### src/rtl/fetch_unit.sv
// fetch_unit: decoupled RV32I fetch engine with a prefetch FIFO, in-order memory responses and redirect flush
module fetch_unit #(
    parameter int XLEN = 32,
    parameter int DEPTH = 4,
    parameter logic [XLEN-1:0] RESET_PC = '0
) (
    input  logic            clk_in,
    input  logic            rst_in,
    input  logic            redirect_in,
    input  logic [XLEN-1:0] redirect_pc_in,
    output logic            imreq_out,
    output logic [XLEN-1:0] imaddr_out,
    input  logic            imgnt_in,
    input  logic            imrvalid_in,
    input  logic [XLEN-1:0] instr_in,
    output logic            instr_valid_out,
    output logic [XLEN-1:0] instr_out,
    output logic [XLEN-1:0] pc_out,
    input  logic            instr_ready_in,
    output logic            misaligned_instr_out,
    output logic            busy_out
);
    localparam int CW = $clog2(DEPTH + 1);
    localparam int AW = $clog2(DEPTH);
    typedef enum logic {RUN, HALT} state_t;
    state_t state, state_nxt;
    logic [XLEN-1:0] fetch_pc;
    logic [CW-1:0] outstanding, drop, fifo_count;
    logic [AW-1:0] wr_ptr, rd_ptr, tq_wr, tq_rd;
    logic [XLEN-1:0] fifo_pc [DEPTH];
    logic [XLEN-1:0] fifo_instr [DEPTH];
    logic [XLEN-1:0] tag_q [DEPTH];
    logic [CW:0] credit;
    logic grant, dropping, push, pop;

    always_comb begin
        state_nxt = state;
        if (redirect_in) state_nxt = (redirect_pc_in[1:0] != 2'b00) ? HALT : RUN;
    end

    // Outstanding includes responses still owed to a flushed stream, so drops consume credit
    assign credit = {1'b0, fifo_count} + {1'b0, outstanding};
    assign imreq_out = rst_in & (state == RUN) & !redirect_in & (credit < (CW+1)'(DEPTH));
    assign imaddr_out = fetch_pc;
    assign grant = imreq_out & imgnt_in;
    assign dropping = drop != '0;
    assign push = imrvalid_in & !dropping & !redirect_in;
    assign instr_valid_out = fifo_count != '0;
    assign pop = instr_valid_out & instr_ready_in;
    assign instr_out = instr_valid_out ? fifo_instr[rd_ptr] : '0;
    assign pc_out = instr_valid_out ? fifo_pc[rd_ptr] : '0;
    assign misaligned_instr_out = state == HALT;
    assign busy_out = (outstanding != '0) | dropping;

    always_ff @(posedge clk_in or negedge rst_in) begin
        if (!rst_in) begin
            state       <= RUN;
            fetch_pc    <= RESET_PC;
            outstanding <= '0;
            drop        <= '0;
            fifo_count  <= '0;
            wr_ptr      <= '0;
            rd_ptr      <= '0;
            tq_wr       <= '0;
            tq_rd       <= '0;
        end else begin
            state       <= state_nxt;
            outstanding <= outstanding + CW'(grant) - CW'(imrvalid_in);
            if (redirect_in) begin
                fetch_pc   <= {redirect_pc_in[XLEN-1:2], 2'b00};
                drop       <= outstanding - CW'(imrvalid_in);
                fifo_count <= '0;
                wr_ptr     <= '0;
                rd_ptr     <= '0;
                tq_wr      <= '0;
                tq_rd      <= '0;
            end else begin
                if (grant) begin
                    fetch_pc <= fetch_pc + XLEN'(4);
                    tq_wr    <= tq_wr + AW'(1);
                end
                if (imrvalid_in && dropping) drop <= drop - CW'(1);
                if (push) begin
                    wr_ptr <= wr_ptr + AW'(1);
                    tq_rd  <= tq_rd + AW'(1);
                end
                if (pop) rd_ptr <= rd_ptr + AW'(1);
                fifo_count <= fifo_count + CW'(push) - CW'(pop);
            end
        end
    end

    always_ff @(posedge clk_in) begin
        if (grant) tag_q[tq_wr] <= fetch_pc;
        if (push) begin
            fifo_pc[wr_ptr]    <= tag_q[tq_rd];
            fifo_instr[wr_ptr] <= instr_in;
        end
    end

    assert property (@(posedge clk_in) disable iff (!rst_in) push |-> (fifo_count != CW'(DEPTH) || pop));
    assert property (@(posedge clk_in) disable iff (!rst_in) imrvalid_in |-> (outstanding != '0));
endmodule
### config.mk
export PLATFORM = sky130hd
export DESIGN_NAME = fetch_unit
export DESIGN_NICKNAME = d
export VERILOG_FILES = /design/src/rtl/fetch_unit.sv
export SDC_FILE = /design/constraint.sdc
export NUM_CORES = 1
export LEC_CHECK = 0
export ABC_AREA = 1
export CELL_PAD_IN_SITES_DETAIL_PLACEMENT = 1
export CELL_PAD_IN_SITES_GLOBAL_PLACEMENT = 1
export CORE_ASPECT_RATIO = 0.75
export CORE_MARGIN = 2
export CORE_UTILIZATION = 49
export CTS_CLUSTER_DIAMETER = 40
export DETAILED_ROUTE_END_ITERATION = 7
export GPL_TIMING_DRIVEN = 0
export MAX_ROUTING_LAYER = met4
export PLACE_DENSITY = 0.94
export SYNTH_ARGS = -nofsm -noshare
export SYNTH_HDL_FRONTEND = slang
export SYNTH_SLANG_ARGS = --single-unit
export TNS_END_PERCENT = 5
### constraint.sdc
create_clock -name clk_in -period 10.1 [get_ports clk_in]
set_input_delay 1.515 -clock clk_in [delete_from_list [all_inputs] [get_ports clk_in]]
set_output_delay 1.515 -clock clk_in [all_outputs]
set_load 0.03 [all_outputs]
==> Word level (Yosys, flattened, before mapping) <==
Memory sizes are Yosys's and may differ from the RTL's.
Cells that the tools add are included.
Widths: inputs -> output; s select.
{ "op_classes": {"muxes": 20, "magnitude_cmp": 1, "bitwise": 9, "reduce_logical": 11, "add_sub_neg": 12} }
{ "op_table": {"columns": ["op", "count"], "rows": [
  ["$mux 32", 4],
  ["$add 32x3->32 const B", 1],
  ["$mux 2", 8],
  ["$reduce_bool 2->1", 5],
  ["$mux 3", 3],
  ["$reduce_bool 3->1", 3],
  ["$sub 3x1->3", 3],
  ["$add 2x1->2 const B", 4],
  ["$and 1x1->1", 7],
  ["$add 3x1->3", 2],
  ["$mux 1", 5],
  ["$add 3x3->4", 1],
  ["$lt 4x3->1 const B", 1],
  ["$sub 3x1->3 const B", 1],
  ["$logic_not 1->1", 2],
  ["$logic_and 1x1->1", 1],
  ["$not 1->1", 1],
  ["$or 1x1->1", 1]
]} }
{ "totals": {"regBits": 50, "mem_count": 3, "mem_bits_rw": 384, "word_cells": 65, "out_inout_bits": 100} }
{ "memory_table": {"columns": ["memory", "depth", "width", "read_ports", "rd_ports_with_merged_regs", "wr", "line_no", "rtl"], "rows": [
  ["fifo_instr", 4, 32, 1, 0, 1, "31", "logic [XLEN-1:0] fifo_instr [DEPTH];"],
  ["fifo_pc", 4, 32, 1, 0, 1, "30", "logic [XLEN-1:0] fifo_pc [DEPTH];"],
  ["tag_q", 4, 32, 1, 0, 1, "32", "logic [XLEN-1:0] tag_q [DEPTH];"]
]} }

==> Longest topological paths before layout <==
{ "depth": {"ltp_word": 7, "ltp_mapped": 12} }

==> Worst setup path after synthesis <==
Ideal clock, no wire load.
{ "synth_timing": {"path_kind": "input -> register", "start": "input port imrvalid_in", "end": "memory fifo_instr[0][0] (enable)", "stages": 4, "setup_time_ns": 0.482, "arrival_time_ns": 4.532, "path_slack_ns": 5.086, "required_ns": 9.618, "cell_sequence": "inv_1 > nor2_1 > nand2_1 > nor2_1"} }
{ "synth_via": {"elab_chain_cells": 4} }
{ "synth_rtl": {"columns": ["element", "line_no", "rtl"], "rows": [
  ["start, declared", "14", "input logic imrvalid_in,"],
  ["$and 1x1->1 (2 in series)", "47", "assign push = imrvalid_in & !dropping & !redirect_in;"],
  ["$mux 1", "95", "if (push) begin"],
  ["$mux 1 (not written as such)", "97", "fifo_instr[wr_ptr] <= instr_in;"],
  ["end, declared", "31", null]
]} }
No other way between the ends.

==> Worst setup path after layout <==
{ "layout_timing": {"start": "input port rst_in", "end": "output port imreq_out"} }
{ "layout_via": {"elab_chain_cells": 3} }
{ "layout_rtl": {"columns": ["element", "line_no", "rtl"], "rows": [
  ["start, declared", "8", "input logic rst_in,"],
  ["$and 1x1->1 (3 in series)", "43", "assign imreq_out = rst_in & (state == RUN) & !redirect_in & (credit < (CW+1)'(DEPTH));"],
  ["end, declared", "11", "output logic imreq_out,"]
]} }
No other way between the ends.

==> reports/qor.yml <==
timing:
  tightest_slew_ns: 1.014
  slew_headroom_pct: 32.25
  skew_ns: 0.03082
  drv_slew: 0
  fin_crit_sh_pct: 48.57
  setup_viol: 0
  hold_viol: 0
  timing.fmax_mhz: 203.9
  setup_tns_ns: 0
  grt_setup_unrepaired: "false"
  min_period_ns: 4.906
clock_network:
  clk_pin_slew_ns: 0.06
  cts_tree: "built"
  clock_latency_ns: 0.57
  cts_resized: 0
  cts_setup_buffers: 0
  clk_path_buf_depth: 3
  cts_root_buf: "clkbuf_16"
  cts_hold_buf: 0
  numCtsBuffers: 45
  cts_sinks: 416
  cts_htree_levels: 2
power_and_ir_drop:
  netSwitchingFraction_pct: 36.97
  clockPowerShare_pct: 30.1
  combinationalPowerShare_pct: 32.2
  irDropWorstVdd_uv: 239.2
  p_leak_nw: 7.627
  p_int_mw: 3.492
  power_per_cell_area_mw_per_mm2: 259.8
  total_power_mw: 5.540
  power.switching_mw: 2.048
  seqPwrFrac_pct: 37.7
setup_path:
  critPathTopFamily: "buffers and inverters"
  arrival_ns: 3.39
  startpoint_type: "input pin"
  crit_chain: "buf_2 > buf_12 > nand2_1 > nor2_4 > inv_1 > nor2_1 > clkdlybuf4s50_1"
  path_max_fanout: 36
  end_kind: "primary output"
  r2r_setup_slack_ns: 7.08
  r2r_start: "drop[1]"
  crit_type: "in -> out"
  critPathSlowestCell: "clkdlybuf4s50_1"
  r2r_cells: 12
  crit_buf_inv: 4
  critical_path_required_ns: 8.59
  r2r_end: "fifo_count[2]"
  slowest_delay_ns: 0.70
yosys:
  synth-seq-area-share_pct: 70.61
  avgSynthCellArea_um2: 11.35
  synth_area_leader_cell: "edfxtp_1"
  synth_seq_cells: 416
  synth_flop_cell: "edfxtp_1"
  synth_top_cells_by_count: "edfxtp_1, nor2_1, o21ai_0"
  synth_top_cell_area_share_pct: 63.69
  synthTopCellsByArea: "edfxtp_1, nor2_1, dfrtp_1"
  yosysMostFrequentCell: "edfxtp_1"
  synth_edf_count: 368
  yosysUniqueCellTypes: 32
  yosys_warnings: 0
  async_flop_share_pct: 11.54
  syn_area_mm2: 0.01735
  syn_inst: 1528
floorplanning:
  rows: 59
  start_util_pct: 49.90
  coreArea_mm2: 0.03477
  num_io_pins: 170
  die_h_um: 167.0
  die_area_mm2: 0.03695
  die_x_um: 221.3
run_status:
  status: "finished clean"
drt:
  dr.pass1.iters: 5
  wirelength_um: 59350
  postRouteAntennaNets: 0
  drc_errors: 0
  drtIter0Drc: 1611
  vias: 13687
  routed_via_density: 6.097
  wl_per_cell_um: 26.43
final_layout:
  antenna_cells: 0
  utilization_pct: 61.33
  drive_gt1_share_pct: 7.383
  area_delta_synth_final_pct: 22.90
  nNetsFinal: 1845
run:
  max-cap-violations: 0
worst_hold_path:
  hp-class: "reg -> reg"
  min_from: "outstanding[0]"
  whs_path_depth: 1
  hold_path_end: "outstanding[0]"
grt:
  grt_pass1_wl_um: 89510
  gr-total-overflow: 0
  grt.total_usage_pct: 32.95
  grt_pass1_vias: 14587
  grt_max_degree: 37
  antenna_found_initial: 0
placed_design:
  hpwl_um: 36470
  gpl.final_weighted_congestion: 0.8601
  portBuffers: 165
[cell families (layout without fill, tap and decap cells)]
kind of cell	count (synthesis)	count (layout)	share of synthesized area [%]
AND/OR/NAND/NOR	615	615	14.12
flip-flops	416	416	70.61
AO/OA/AOI/OAI	307	307	9.202
buffers and inverters	156	413	3.836
adder cells (fa/ha/maj)	21	21	1.601
XOR/XNOR	12	12	0.6058
other	1	4	0.02161
[registers in the layout (all words and copies together) (netlist names), 3 cells and up]
register and count:
fifo_pc 120, outstanding 3, tag_q 120, imaddr_out 30, fifo_count 3, drop 3, fifo_instr 128
[routing by layer]
layer / vias to the layer above / wire (µm) / GRT usage, %
met4: 0 / 1914 / 11.29
met2: 896 / 29830 / 55.90
met5: - / 0 / -
met3: 159 / 4847 / 4.958
met1: 6890 / 22750 / 40.63
li1: 5742 / - / -
[through the flow]
step / instances / area [µm²] / hold slack (ns) / setup WS, ns
after floorplan: 1531 / 17360 / 0.5010 / 5.086
after global placement: 2153 / 19590 / 0.5364 / 2.391
after detailed placement: 2164 / 19870 / 0.5487 / 5.205
after CTS: 2245 / 21320 / 0.5596 / 5.167
after global routing: 2245 / 21320 / 0.5878 / 5.066
final: 2245 / 21320 / 0.5654 / 5.194
[layout by cell type (no fill, tap or decap), drive strengths merged]
cell	n
buf	43
fa	2
nand2	179
a21oi	70
and2	1
nand3	67
nand4	1
ha	19
o21ai	198
dfrtp	48
clkinvlp	4
inv	80
nor2	367
clkbuf	104
xor2	6
o211ai	1
edfxtp	368
bufinv	3
o31ai	1
o21bai	7
clkinv	15
xnor2	6
conb	4
clkdlybuf4s50	164
o22ai	30
[worst max path at each step]
stage | slack, ns | depth (start not counted) | startpoint | endpoint
finish | 5.19 | 7 | rst_in | imreq_out
floorplan | 5.09 | 4 | imrvalid_in | fifo_instr[0][0]
CTS | 5.17 | 7 | rst_in | imreq_out
detailed placement | 5.20 | 7 | rst_in | imreq_out
global route | 5.07 | 7 | rst_in | imreq_out
global placement | 2.39 | 5 | imrvalid_in | fifo_instr[1][15]
[power by group through the flow]
stage	Sequential [mW]	Combinational (mW)	Clock (mW)
floorplan	2.11	0.929	0
global placement	2.11	1.61	0
detailed placement	2.11	1.72	0
CTS	2.08	1.77	1.66
global route	2.09	1.87	1.72
finish	2.09	1.79	1.66
[final cells by class]
class,instances,area (µm²)
buffer,80,376.6
clock buffer,55,1195
clock inverter,26,261.5
fill,3526,13450
inverter,76,289.0
multi-input combinational,959,4504
sequential,416,12250
tap,457,571.8
timing repair buffer,176,1874
No activity file was read; power rests on OpenSTA's default activity.
